--- config.mk ---
export PLATFORM = sky130hd
export DESIGN_NAME = led_mode_detector
export DESIGN_NICKNAME = d
export VERILOG_FILES = /design/src/rtl/led_det_pkg.sv /design/src/rtl/led_step_match.sv /design/src/rtl/led_mode_detector.sv
export SDC_FILE = /design/constraint.sdc
export NUM_CORES = 1
export LEC_CHECK = 0
export BUFFER_PORTS_ARGS = -buffer_cell sky130_fd_sc_hd__buf_2
export CORE_MARGIN = 1.5
export CORE_UTILIZATION = 30
export DETAILED_ROUTE_END_ITERATION = 6
export GPL_ROUTABILITY_DRIVEN = 1
export PLACE_DENSITY = 0.43
export SYNTH_ARGS = -nofsm -noshare
export SYNTH_HDL_FRONTEND = slang
export SYNTH_SLANG_ARGS = --single-unit
--- constraint.sdc ---
create_clock -name clk_1 -period 6.3 [get_ports clk_1]
set_clock_uncertainty 0.05 [all_clocks]
set_input_delay 1.26 -clock clk_1 [delete_from_list [all_inputs] [get_ports clk_1]]
set_output_delay 1.26 -clock clk_1 [all_outputs]
set_load 0.005 [all_outputs]
--- src/rtl/led_det_pkg.sv ---
// Shared types and constants for the LED pattern mode detector.
package led_det_pkg;

   typedef enum logic [1:0] {
      IDLE,
      HUNT,
      LOCKED
   } state_t;

   localparam logic [1:0] MODE_ROTL  = 2'd0;
   localparam logic [1:0] MODE_ROTR  = 2'd1;
   localparam logic [1:0] MODE_BLINK = 2'd2;
   localparam logic [1:0] MODE_FIXED = 2'd3;

   localparam logic [7:0] FIXED_PATTERN = 8'hAA;

   function automatic logic [2:0] popcnt4(input logic [3:0] v);
      return {2'b0, v[0]} + {2'b0, v[1]}
           + {2'b0, v[2]} + {2'b0, v[3]};
   endfunction

   // Priority pick; callers only pass one-hot vectors.
   function automatic logic [1:0] onehot_idx(input logic [3:0] v);
      logic [1:0] idx;
      idx = MODE_ROTL;
      case (1'b1)
         v[0]: idx = MODE_ROTL;
         v[1]: idx = MODE_ROTR;
         v[2]: idx = MODE_BLINK;
         v[3]: idx = MODE_FIXED;
         default: idx = MODE_ROTL;
      endcase
      return idx;
   endfunction

   function automatic logic [3:0] sat_inc4(input logic [3:0] v);
      return (v == 4'hF) ? v : v + 4'd1;
   endfunction

endpackage

--- src/rtl/led_step_match.sv ---
// Combinational step classifier: which generator modes could turn
// prev into cur in one step.
module led_step_match
   import led_det_pkg::*;
(
   input  logic [7:0] prev,
   input  logic [7:0] cur,
   output logic [3:0] m
);

   assign m[0] = (cur == {prev[6:0], prev[7]});
   assign m[1] = (cur == {prev[0], prev[7:1]});
   assign m[2] = (cur == ~prev);
   assign m[3] = (cur == FIXED_PATTERN);

endmodule

--- src/rtl/led_mode_detector.sv ---
// Infers the running LED generator mode from consecutive samples.
// Define LED_DET_ERRCNT_EN to add the saturating err_cnt output.
module led_mode_detector
   import led_det_pkg::*;
#(
   parameter int LOCK_CNT = 3,
   parameter int LOSS_CNT = 2
`ifdef LED_DET_ERRCNT_EN
   ,
   parameter int ERR_W    = 8
`endif
)(
   input  logic             clk_1,
   input  logic             rst_n,
   input  logic             clr,
   input  logic [7:0]       led_in,
   output logic [1:0]       mode_det,
   output logic             locked,
   output logic             ambig,
   output logic             lost
`ifdef LED_DET_ERRCNT_EN
   ,
   output logic [ERR_W-1:0] err_cnt
`endif
);

   localparam logic [3:0] LOCK_TH = 4'(LOCK_CNT);
   localparam logic [3:0] LOSS_TH = 4'(LOSS_CNT);

   state_t     state_q, state_nx;
   logic [7:0] prev_q;
   logic [3:0] cand_q, cand_nx;
   logic [3:0] cons_q, cons_nx;
   logic [3:0] miss_q, miss_nx;
   logic [1:0] mode_q, mode_nx;
   logic       locked_q, locked_nx;
   logic       ambig_q, ambig_nx;
   logic       lost_q, lost_nx;
   logic       err_inc;

   logic [3:0] m;
   logic       hit;
   logic [3:0] h_cand;
   logic [3:0] h_cons;
   logic [3:0] miss_inc;

   led_step_match u_match (
      .prev (prev_q),
      .cur  (led_in),
      .m    (m)
   );

   assign hit    = |(cand_q & m);
   assign h_cand = hit ? (cand_q & m) : m;
   assign h_cons = hit ? sat_inc4(cons_q) : {3'b0, |m};
   assign miss_inc = sat_inc4(miss_q);

   always_comb begin
      state_nx  = state_q;
      cand_nx   = cand_q;
      cons_nx   = cons_q;
      miss_nx   = miss_q;
      mode_nx   = mode_q;
      locked_nx = locked_q;
      ambig_nx  = 1'b0;
      lost_nx   = 1'b0;
      err_inc   = 1'b0;
      unique case (state_q)
         IDLE: begin
            state_nx = HUNT;
         end
         HUNT: begin
            cand_nx = h_cand;
            cons_nx = h_cons;
            if (popcnt4(h_cand) == 3'd1 && h_cons >= LOCK_TH) begin
               state_nx  = LOCKED;
               locked_nx = 1'b1;
               mode_nx   = onehot_idx(h_cand);
            end else begin
               ambig_nx = popcnt4(h_cand) > 3'd1;
            end
         end
         LOCKED: begin
            if (m[mode_q]) begin
               miss_nx = 4'd0;
            end else begin
               err_inc = 1'b1;
               miss_nx = miss_inc;
               // Mode changes re-enter the hunt from this step's matches.
               if (miss_inc >= LOSS_TH) begin
                  state_nx  = HUNT;
                  locked_nx = 1'b0;
                  lost_nx   = 1'b1;
                  cand_nx   = m;
                  cons_nx   = {3'b0, |m};
                  miss_nx   = 4'd0;
                  ambig_nx  = popcnt4(m) > 3'd1;
               end
            end
         end
         default: begin
            state_nx = IDLE;
         end
      endcase
   end

   always_ff @(posedge clk_1 or negedge rst_n) begin
      if (!rst_n) begin
         state_q  <= IDLE;
         prev_q   <= 8'h00;
         cand_q   <= 4'b0000;
         cons_q   <= 4'd0;
         miss_q   <= 4'd0;
         mode_q   <= 2'd0;
         locked_q <= 1'b0;
         ambig_q  <= 1'b0;
         lost_q   <= 1'b0;
      end else if (clr) begin
         state_q  <= IDLE;
         prev_q   <= 8'h00;
         cand_q   <= 4'b0000;
         cons_q   <= 4'd0;
         miss_q   <= 4'd0;
         mode_q   <= 2'd0;
         locked_q <= 1'b0;
         ambig_q  <= 1'b0;
         lost_q   <= 1'b0;
      end else begin
         state_q  <= state_nx;
         prev_q   <= led_in;
         cand_q   <= cand_nx;
         cons_q   <= cons_nx;
         miss_q   <= miss_nx;
         mode_q   <= mode_nx;
         locked_q <= locked_nx;
         ambig_q  <= ambig_nx;
         lost_q   <= lost_nx;
      end
   end

   assign mode_det = mode_q;
   assign locked   = locked_q;
   assign ambig    = ambig_q;
   assign lost     = lost_q;

`ifdef LED_DET_ERRCNT_EN
   logic [ERR_W-1:0] err_q;

   always_ff @(posedge clk_1 or negedge rst_n) begin
      if (!rst_n) begin
         err_q <= '0;
      end else if (clr) begin
         err_q <= '0;
      end else if (err_inc && !(&err_q)) begin
         err_q <= err_q + 1'b1;
      end
   end

   assign err_cnt = err_q;
`else
   logic unused_err;
   assign unused_err = err_inc;
`endif

endmodule

# Word level (Yosys, flattened, before mapping)
# Index checks and enable logic that the tools add are counted.
[totals]
register_bits = 27
input_bits = 11
out_inout_bits = 5
elab_cells = 93
[classes]
n_addsub = 8
order_cmp = 5
eq_ne = 12
muxes = 45
n_bitwise = 2
n_reduce_logical = 12
[op_table]
columns = ["op", "n"]
rows = [
  ["$mux W4", 14],
  ["$eq A8 B8 Y1", 3],
  ["$mux W2", 11],
  ["$pmux W4 S2", 2],
  ["$mux W1", 13],
  ["$ne A3 B3 Y1 const B", 3],
  ["$add A4 B1 Y4 const B", 2],
  ["$eq A4 B4 Y1 const B", 2],
  ["$eq A8 B8 Y1 const B", 1],
  ["$ge A4 B2 Y1 const B", 2],
  ["$mux W8", 1],
  ["$not A8 Y8", 1],
  ["$reduce_or A4 Y1", 2],
  ["$add A2 B1 Y3", 2],
  ["$add A3 B1 Y3", 2],
  ["$gt A3 B1 Y1 const B", 2],
  ["$pmux W2 S3", 1],
  ["$reduce_and A3 Y1", 2],
  ["$reduce_bool A2 Y1", 3],
  ["$add A1 B1 Y2", 2],
  ["$and A4 B4 Y4", 1],
  ["$pmux W1 S2", 2],
  ["$reduce_and A4 Y1", 1],
  ["$eq A3 B1 Y1 const B", 1],
  ["other kinds (8)", 8],
]

# Longest topological paths before layout
# Gate-level depths: netlist (run 1).
[logic_depth]
word_depth = 13
mapped_depth = 16

# Cells and area by module
# A second synthesis (run 1) with hierarchy kept.
[hier_totals]
cells_unflattened = 192
area_unflattened_um2 = 1845.5
[by_module_without_submodules]
columns = ["mod", "n_inst", "cells_each", "area_per_inst_um2", "seq_area_each_um2"]
rows = [
  ["led_mode_detector", 1, 156, 1565.3, 675.6],
  ["led_step_match", 1, 36, 280.3, 0.0],
]

# Least setup slack after synthesis (run 1)
# Ideal clock, no wire load.
[synth_path]
path_type = "input to register"
startpoint = "in led_in[5]"
endpoint = "reg mode_q[0], in the netlist mode_det[0]"
setup_time_ps = 65
arrival_ps = 4278
required_time_ps = 6185
setup_slack_ps = 1906
cell_stages = 16
path_buffers = 0
path_cell_list = "xnor2_1 > nand4_1 > nor2_1 > inv_1 > nor3_1 > a22oi_1 > o22ai_1 > a31oi_1 > ha_1 > ha_1 > ha_1 > nor3b_1 > o31ai_1 > or3_1 > nor4_1 > a31o_1"
[synth_via]
elab_chain_len = 11
[synth_rtl]
columns = ["element", "line_no", "source"]
rows = [
  ["from (decl)", "led_mode_detector.sv:16", "input logic [7:0] led_in,"],
  ["$eq A8 B8 Y1 (on tied branches)", "--", ""],
  ["$and A4 B4 Y4", "led_mode_detector.sv:53, led_mode_detector.sv:54", ""],
  ["$reduce_or A4 Y1", "led_mode_detector.sv:53", "assign hit = |(cand_q & m);"],
  ["$mux W4", "led_mode_detector.sv:54", "assign h_cand = hit ? (cand_q & m) : m;"],
  ["$add A1 B1 Y2 or $mux W2 (tied branches)", "led_det_pkg.sv:18, led_det_pkg.sv:26", ""],
  ["$add A2 B1 Y3 or $mux W2 (tied branches)", "led_det_pkg.sv:19, led_det_pkg.sv:26", ""],
  ["$add A3 B1 Y3 or $mux W2 (tied branches)", "led_det_pkg.sv:19, led_det_pkg.sv:26", ""],
  ["$eq A3 B1 Y1 or $mux W2 (tied branches)", "led_mode_detector.sv:75, led_det_pkg.sv:26", ""],
  ["$logic_and A1 B1 Y1 or $mux W2 (tied branches)", "led_mode_detector.sv:75", "if (popcnt4(h_cand) == 3'd1 && h_cons >= LOCK_TH) begin"],
  ["$reduce_bool A2 Y1 (no line) or $mux W2 (tied branches)", "--", ""],
  ["$reduce_and A2 Y1 (no line) or $mux W2 (tied branches)", "--", ""],
  ["to (signal assigned)", "led_mode_detector.sv:134", "mode_q <= mode_nx;"],
  ["to (decl)", "led_mode_detector.sv:35", "logic [1:0] mode_q, mode_nx;"],
]
# Several ways; a longest one is shown, not always the timed one. The select of a mux whose other input is x is not followed.
# A chain may end at the register's enable or synchronous reset.

# Worst setup path after layout (run 1)
# Ends and elaborated chain as after synthesis.

==> results.sh, run 1 <==
export IMPL_status="finished, final reports clean"
export IMPL_fin_setup_tns_ns=0
export IMPL_place_gp_congestion=0.7785
export IMPL_synth_main_ff_cell="dfrtp_1"
export IMPL_cts_setup_buffers=0
export IMPL_cts_tree="yes"
export IMPL_yosysTopAreaCell="dfrtp_1"
export IMPL_hpwlAfterDp_mm=3.421
export IMPL_fin_crit_sh_pct=73.63
export IMPL_synthMuxAreaShare_pct=0.5852
export IMPL_fmax_mhz=215.6
export IMPL_drtIter0Drc=59
export IMPL_multi_input_area_sq_mm=0.001177
export IMPL_path_clk_slew_ns=0.10
export IMPL_syn_area_sq_mm=0.001924
export IMPL_diodes=0
export IMPL_grt_max_degree=28
export IMPL_grt_pass1_wl_mm=7.790
export IMPL_firstDrtPassIters=6
export IMPL_wl_per_cell_microns=15.33
export IMPL_cp_cell_sequence="buf_2 -> xnor2_1 -> nand4_1 -> nor2_1 -> inv_1 -> nor3_1 -> a22oi_1 -> o22ai_1 -> a31oi_1 -> ha_1 -> ha_1 -> ha_1 -> nor3b_1 -> o31ai_1 -> or3_1 -> nor4_1 -> a31o_1"
export IMPL_ant_nets=0
export IMPL_start_kind="input port"
export IMPL_cts_path_max_buffers=2
export IMPL_final_common_cell="dfrtp_1"
export IMPL_worstMarginPinSlew_ns=0.6241
export IMPL_root_buffer="clkbuf_8"
export IMPL_dieArea_sq_mm=0.006904
export IMPL_max_slew_margin_pct=58.40
export IMPL_synth_compound_area_share_pct=18.73
export IMPL_via_per_inst=5.159
export IMPL_coreArea_sq_mm=0.006061
export IMPL_ys_ff_latch=27
export IMPL_rsz0062_at_grt="false"
export IMPL_io_buffers=15
export IMPL_timing_critical_path_mode_cell="ha_1"
export IMPL_num_rows=28
export IMPL_synthCells=205
export IMPL_start_util_pct=31.75
export IMPL_htreeDepth=1
export IMPL_yosysTopAreaCellShare_pct=35.11
export IMPL_grt_total_usage_pct=13.82
export IMPL_crit_required_ns=6.47
export IMPL_whs_endpoint="miss_q[3]"
export IMPL_ys_seq_area_share_pct=35.11
export IMPL_synth_cell_type_count=49
export IMPL_cellPowerDensity_mw_per_mm2=231.3
export IMPL_period_minus_slack_ns=4.639
export IMPL_cts_buffers=3
export IMPL_maxCapViolCount=0
export IMPL_drc=0
export IMPL_cp_end_kind="flip-flop"
export IMPL_syn_area_per_cell_sq_um=9.387
export IMPL_worst_path_buf_inv=2
export IMPL_cts_sinks=27
export IMPL_synth_nets=229
export IMPL_finalSetupViolations=0
export IMPL_setup_reg_to_reg_worst_slack_ns=2.34
export IMPL_slowest_stage="or3_1"
export IMPL_cp_top_family="simple AND/OR/NAND/NOR gates"
export IMPL_layout_common_cells="dfrtp_1 (27), xnor2_1 (24), nor2_1 (17)"
export IMPL_die_h_microns=83.09
export IMPL_hold_buffers=0
export IMPL_ios=16
export IMPL_min_from="miss_q[3]"
export IMPL_drive_gt1_share_pct=14.93
export IMPL_worstReg2RegEnd="mode_det[0]"
export IMPL_fillers=650
export IMPL_fin_nets=246
export IMPL_setup_ws_ns=1.661
export IMPL_hp_class="reg2reg"
export IMPL_overflow=0
export IMPL_whs_ns=0.4471
export IMPL_cts_resized=0
export IMPL_synth_top_family_by_area="simple AND/OR/NAND/NOR gates"
export IMPL_p_leak_nw=0.9183
export IMPL_peakVddDrop_mv=0.1184
export IMPL_drt_total_wl_mm=4.538
export IMPL_regArea_sq_um=675.6
export IMPL_timing_hold_violations_final=0
export IMPL_synthAdderAreaFrac_pct=8.843
export IMPL_ys_async_sr_fraction_pct=100.0
export IMPL_dp_worst_setup_slack_ns=1.422
export IMPL_worstPathArrival_ns=4.81
export IMPL_drv_slew=0
export IMPL_vias=1527
export IMPL_area_growth_pct=10.73
export IMPL_regToRegStartpoint="prev_q[5]"
export IMPL_ys_warnings_count=0
export IMPL_worst_setup_path_type="in2reg"
export IMPL_worstHoldPathCells=1
export IMPL_synth_xor_area_share_pct=10.92
export IMPL_die_x_microns=83.09
export IMPL_synth_edf_count=0
export IMPL_synth_simple_gate_area_share_pct=22.11
export IMPL_synthTopCellsByArea="dfrtp_1 (35%), xnor2_1 (11%), ha_1 (7.8%)"
export IMPL_cp_max_fo=5
export IMPL_cpPeakStageDelay_ns=0.40
export IMPL_worstRegToRegCells=16
export IMPL_antenna_found_initial=0
export IMPL_clk_insertion_delay_late_ns=0.28
export IMPL_grt_pass1_vias=1538
final cells by class:
cell class                      count  area share, %
Sequential cell                    27          31.71
Clock buffer                        3          1.938
Multi-Input combinational cell    159          55.26
Inverter                           16          2.819
Clock inverter                      1         0.3523
Timing Repair Buffer               15          3.523
Tap cell                           75          4.404
cell families (layout without fill, tap and decap cells):
group / Yosys count / count (layout)
DFF: 27 / 27
buffers and inverters: 19 / 35
adders and majority gates: 13 / 13
AOI/OAI and AO/OA: 49 / 49
xor gates and xnor gates: 24 / 24
and+or+nand+nor: 72 / 72
muxes: 1 / 1
registers in the layout (all words and copies together) (netlist names):
| signal | count |
|---|---|
| mode_det | 2 |
| locked | 1 |
| miss_q | 4 |
| state_q | 2 |
| prev_q | 8 |
| lost | 1 |
| ambig | 1 |
| cons_q | 4 |
| cand_q | 4 |
layer usage:
layer / track usage, % / vias to the layer above / wire [microns]
met1: 19.58 / 737 / 2339
met3: 2.684 / 2 / 99
met4: 2.273 / 0 / 29
met5: 0 / - / 0
li1: - / 769 / -
met2: 22.17 / 19 / 2069
worst register-to-register path: stages, from the launching register on:
cell,delay [ns]
dfrtp_1,0.45
xnor2_1,0.17
nand4_1,0.16
nor2_1,0.27
inv_1,0.16
nor3_1,0.29
a22oi_1,0.15
o22ai_1,0.17
a31oi_1,0.06
ha_1,0.29
ha_1,0.20
ha_1,0.27
nor3b_1,0.25
o31ai_1,0.17
or3_1,0.40
nor4_1,0.27
a31o_1,0.14
through the flow:
| stage | area [sq um] | cells | power (mW) | util (%) |
|---|---|---|---|---|
| finish | 2131 | 296 | 0.4928 | 35.16 |
| global route | 2131 | 296 | 0.5327 | 35.16 |
| CTS | 2131 | 296 | 0.5049 | 35.16 |
| detailed placement | 2082 | 292 | 0.3941 | 34.35 |
| global placement | 2082 | 292 | 0.3974 | 34.35 |
| floorplan | 1924 | 205 | 0.3435 | - |
cell usage after synthesis, types with 4 or more instances:
cell	instances
dfrtp_1	27
o21ai_1	4
nand4_1	7
nand2_1	9
a21oi_1	12
nor2_1	17
inv_1	16
nor3_1	5
nor2b_1	10
ha_1	12
xnor2_1	24
power by group:
part           switching (mW)  internal [mW]
Sequential             0.0253          0.198
Clock                  0.0595         0.0450
Combinational          0.0965         0.0686
worst max path at each step:
stage	startpoint	to	cells past startpoint
2_1_floorplan	led_in[5]	mode_det[0]	16
3_3_place_gp	led_in[4]	mode_det[0]	17
6_report	led_in[5]	mode_det[0]	17
4_1_cts	led_in[5]	mode_det[0]	17
3_5_place_dp	led_in[0]	mode_det[0]	17
5_1_grt	led_in[0]	mode_det[0]	17
No activity file was read; power rests on OpenSTA's default activity.
==> run 2, diff against run 1 <==
==> constraint.sdc (replaced) <==
create_clock -name clk_1 -period 4.4 [get_ports clk_1]
set_clock_uncertainty 0.05 [all_clocks]
set_input_delay 0.88 -clock clk_1 [delete_from_list [all_inputs] [get_ports clk_1]]
set_output_delay 0.88 -clock clk_1 [all_outputs]
set_load 0.005 [all_outputs]
==> run 2 against run 1 <==
Against the previous run:
- routed wire length grew 1.4%
- critical path depth is the same
- clock power grew 45%
- utilization grew 0.93 points
- global-route usage shrank 0.15 points
- via count grew 1.4%
- worst setup slack lost 1.3 ns
- combinational power grew 47%
- critical path type unchanged
- highest routed layer unchanged
==> results.sh, run 2 (synthesis gave the netlist of run 1 again) <==
export IMPL_stdcell_count=304
export IMPL_cp_end_kind="flip-flop"
export IMPL_wl_met2_mm=2.108
export IMPL_sw_frac_of_total_pct=36.68
export IMPL_regMostFlops="prev_q"
export IMPL_cts_path_max_buffers=2
export IMPL_wl_per_cell_microns=15.14
export IMPL_worst_path_buf_inv=2
export IMPL_rsz0062_at_grt="false"
export IMPL_io_buffers=15
export IMPL_worstPathArrival_ns=4.25
export IMPL_cellPowerDensity_mw_per_mm2=325.2
export IMPL_hp_class="reg2reg"
export IMPL_period_minus_slack_ns=4.061
export IMPL_dr_wl_met3_microns=119
export IMPL_dieArea_sq_mm=0.006904
export IMPL_power_mw=0.7113
export IMPL_pwr_share_comb_pct=34.1
export IMPL_fmax_mhz=246.3
export IMPL_p_int_mw=0.4504
export IMPL_p_leak_nw=0.9619
export IMPL_status="finished, final reports clean"
export IMPL_drv_slew=0
export IMPL_place_gp_congestion=0.7942
export IMPL_num_rows=28
export IMPL_drive_gt1_share_pct=17.47
export IMPL_hold_buffers=0
export IMPL_cp_max_fo=5
export IMPL_cts_setup_buffers=0
export IMPL_ant_nets=0
export IMPL_firstDrtPassIters=4
export IMPL_cts_buffers=3
export IMPL_fin_setup_tns_ns=0
export IMPL_maxCapViolCount=0
export IMPL_cts_tree="yes"
export IMPL_power_switching_mw=0.2609
export IMPL_via_per_inst=5.095
export IMPL_drc=0
export IMPL_power_frac_seq_pct=44.7
export IMPL_largest_register_ffs=8
export IMPL_diodes=0
export IMPL_path_clk_slew_ns=0.11
export IMPL_drt_total_wl_mm=4.603
export IMPL_p_clk_share_pct=21.2
export IMPL_die_h_microns=83.09
export IMPL_die_x_microns=83.09
export IMPL_finalSetupViolations=0
export IMPL_slowest_stage="or3_1"
export IMPL_met1_length_mm=2.325
export IMPL_layout_common_cells="dfrtp_1 (27), xnor2_1 (24), nor2_1 (17)"
export IMPL_vias=1549
export IMPL_timing_hold_violations_final=0
export IMPL_start_kind="input port"
export IMPL_final_common_cell="dfrtp_1"
export IMPL_coreArea_sq_mm=0.006061
export IMPL_timing_critical_path_mode_cell="ha_1"
export IMPL_root_buffer="clkbuf_8"
export IMPL_max_slew_margin_pct=57.70
export IMPL_antenna_found_initial=0
export IMPL_ios=16
export IMPL_worstMarginPinSlew_ns=0.6345
export IMPL_grt_max_degree=28
export IMPL_clk_insertion_delay_late_ns=0.29
export IMPL_place_inst=300
export IMPL_grt_total_usage_pct=13.67
export IMPL_overflow=0
export IMPL_start_util_pct=31.75
export IMPL_grt_pass1_wl_mm=7.645
export IMPL_htreeDepth=1
export IMPL_worst_setup_path_type="in2reg"
export IMPL_drtIter0Drc=33
export IMPL_cpPeakStageDelay_ns=0.39
export IMPL_dr_max_layer_used="met4"
export IMPL_fin_nets=254
export IMPL_cts_sinks=27
export IMPL_hpwlAfterDp_mm=3.389
export IMPL_fin_crit_sh_pct=92.29
export IMPL_cp_top_family="simple AND/OR/NAND/NOR gates"
export IMPL_area_growth_pct=13.65
export IMPL_cts_resized=0
export IMPL_grt_pass1_vias=1573
export IMPL_crit_required_ns=4.58
export IMPL_peakVddDrop_mv=0.1824
export IMPL_cp_cell_sequence="buf_2 -> xnor2_1 -> nand4_1 -> nor2_1 -> inv_1 -> nor3_1 -> a22oi_1 -> o22ai_1 -> a31oi_1 -> ha_1 -> ha_1 -> ha_1 -> nor3b_1 -> o31ai_1 -> or3_1 -> nor4_1 -> a31o_1"
export IMPL_fillers=623
## run 2: cell types whose count changed in the layout (fill, tap and decap cells not counted)
cell,delta
clkinvlp_4,-1
buf_4,+8
clkbuf_1,+1
## run 2: path summary, 6_finish.rpt
| check | startpoint | slack, ns | to | depth (start not counted) |
|---|---|---|---|---|
| setup / recovery | led_in[4] | 0.34 | mode_det[0] | 17 |
| hold / removal | miss_q[3] | 0.44 | miss_q[3] | 1 |
| setup reg to reg | prev_q[3] | 0.62 | mode_det[0] | 16 |
| hold reg to reg | miss_q[3] | 0.44 | miss_q[3] | 1 |
| max in group asynchronous | rst_n | 3.32 | cand_q[3] | 1 |
| min in group asynchronous | rst_n | 0.54 | prev_q[6] | 1 |
## run 2: cell type report
type	count	area, sq um	area share (%)
multi-input cells	159	1177	53.83
flip-flops and latches	27	675.6	30.89
repair buffers	23	135.1	6.179
well taps	75	93.84	4.291
inverters	16	60.06	2.746
clock buffers	4	45.04	2.059
## run 2: power groups by stage
stage / combinational (mW) / clock [mW] / sequential [mW]
after floorplan: 0.176 / 0 / 0.316
after global placement: 0.250 / 0 / 0.325
after detailed placement: 0.246 / 0 / 0.323
after CTS: 0.248 / 0.160 / 0.318
after global routing: 0.273 / 0.168 / 0.323
final: 0.242 / 0.151 / 0.318
## run 2: through the flow
stage	util, %	hold slack (ns)	setup slack (ns)	area (sq um)
after floorplan	-	0.4043	0.3862	1924
after global placement	35.34	0.4247	0.1943	2142
after detailed placement	35.34	0.4274	0.06090	2142
after CTS	36.09	0.4513	0.3620	2187
after global routing	36.09	0.4653	0.04259	2187
final	36.09	0.4428	0.3393	2187
## run 2: layer usage
| layer | GRT usage, % | up-vias |
|---|---|---|
| met2 | 22.10 | 31 |
| met5 | 0 | - |
| li1 | - | 782 |
| met3 | 2.684 | 8 |
| met4 | 3.333 | 0 |
| met1 | 18.76 | 728 |
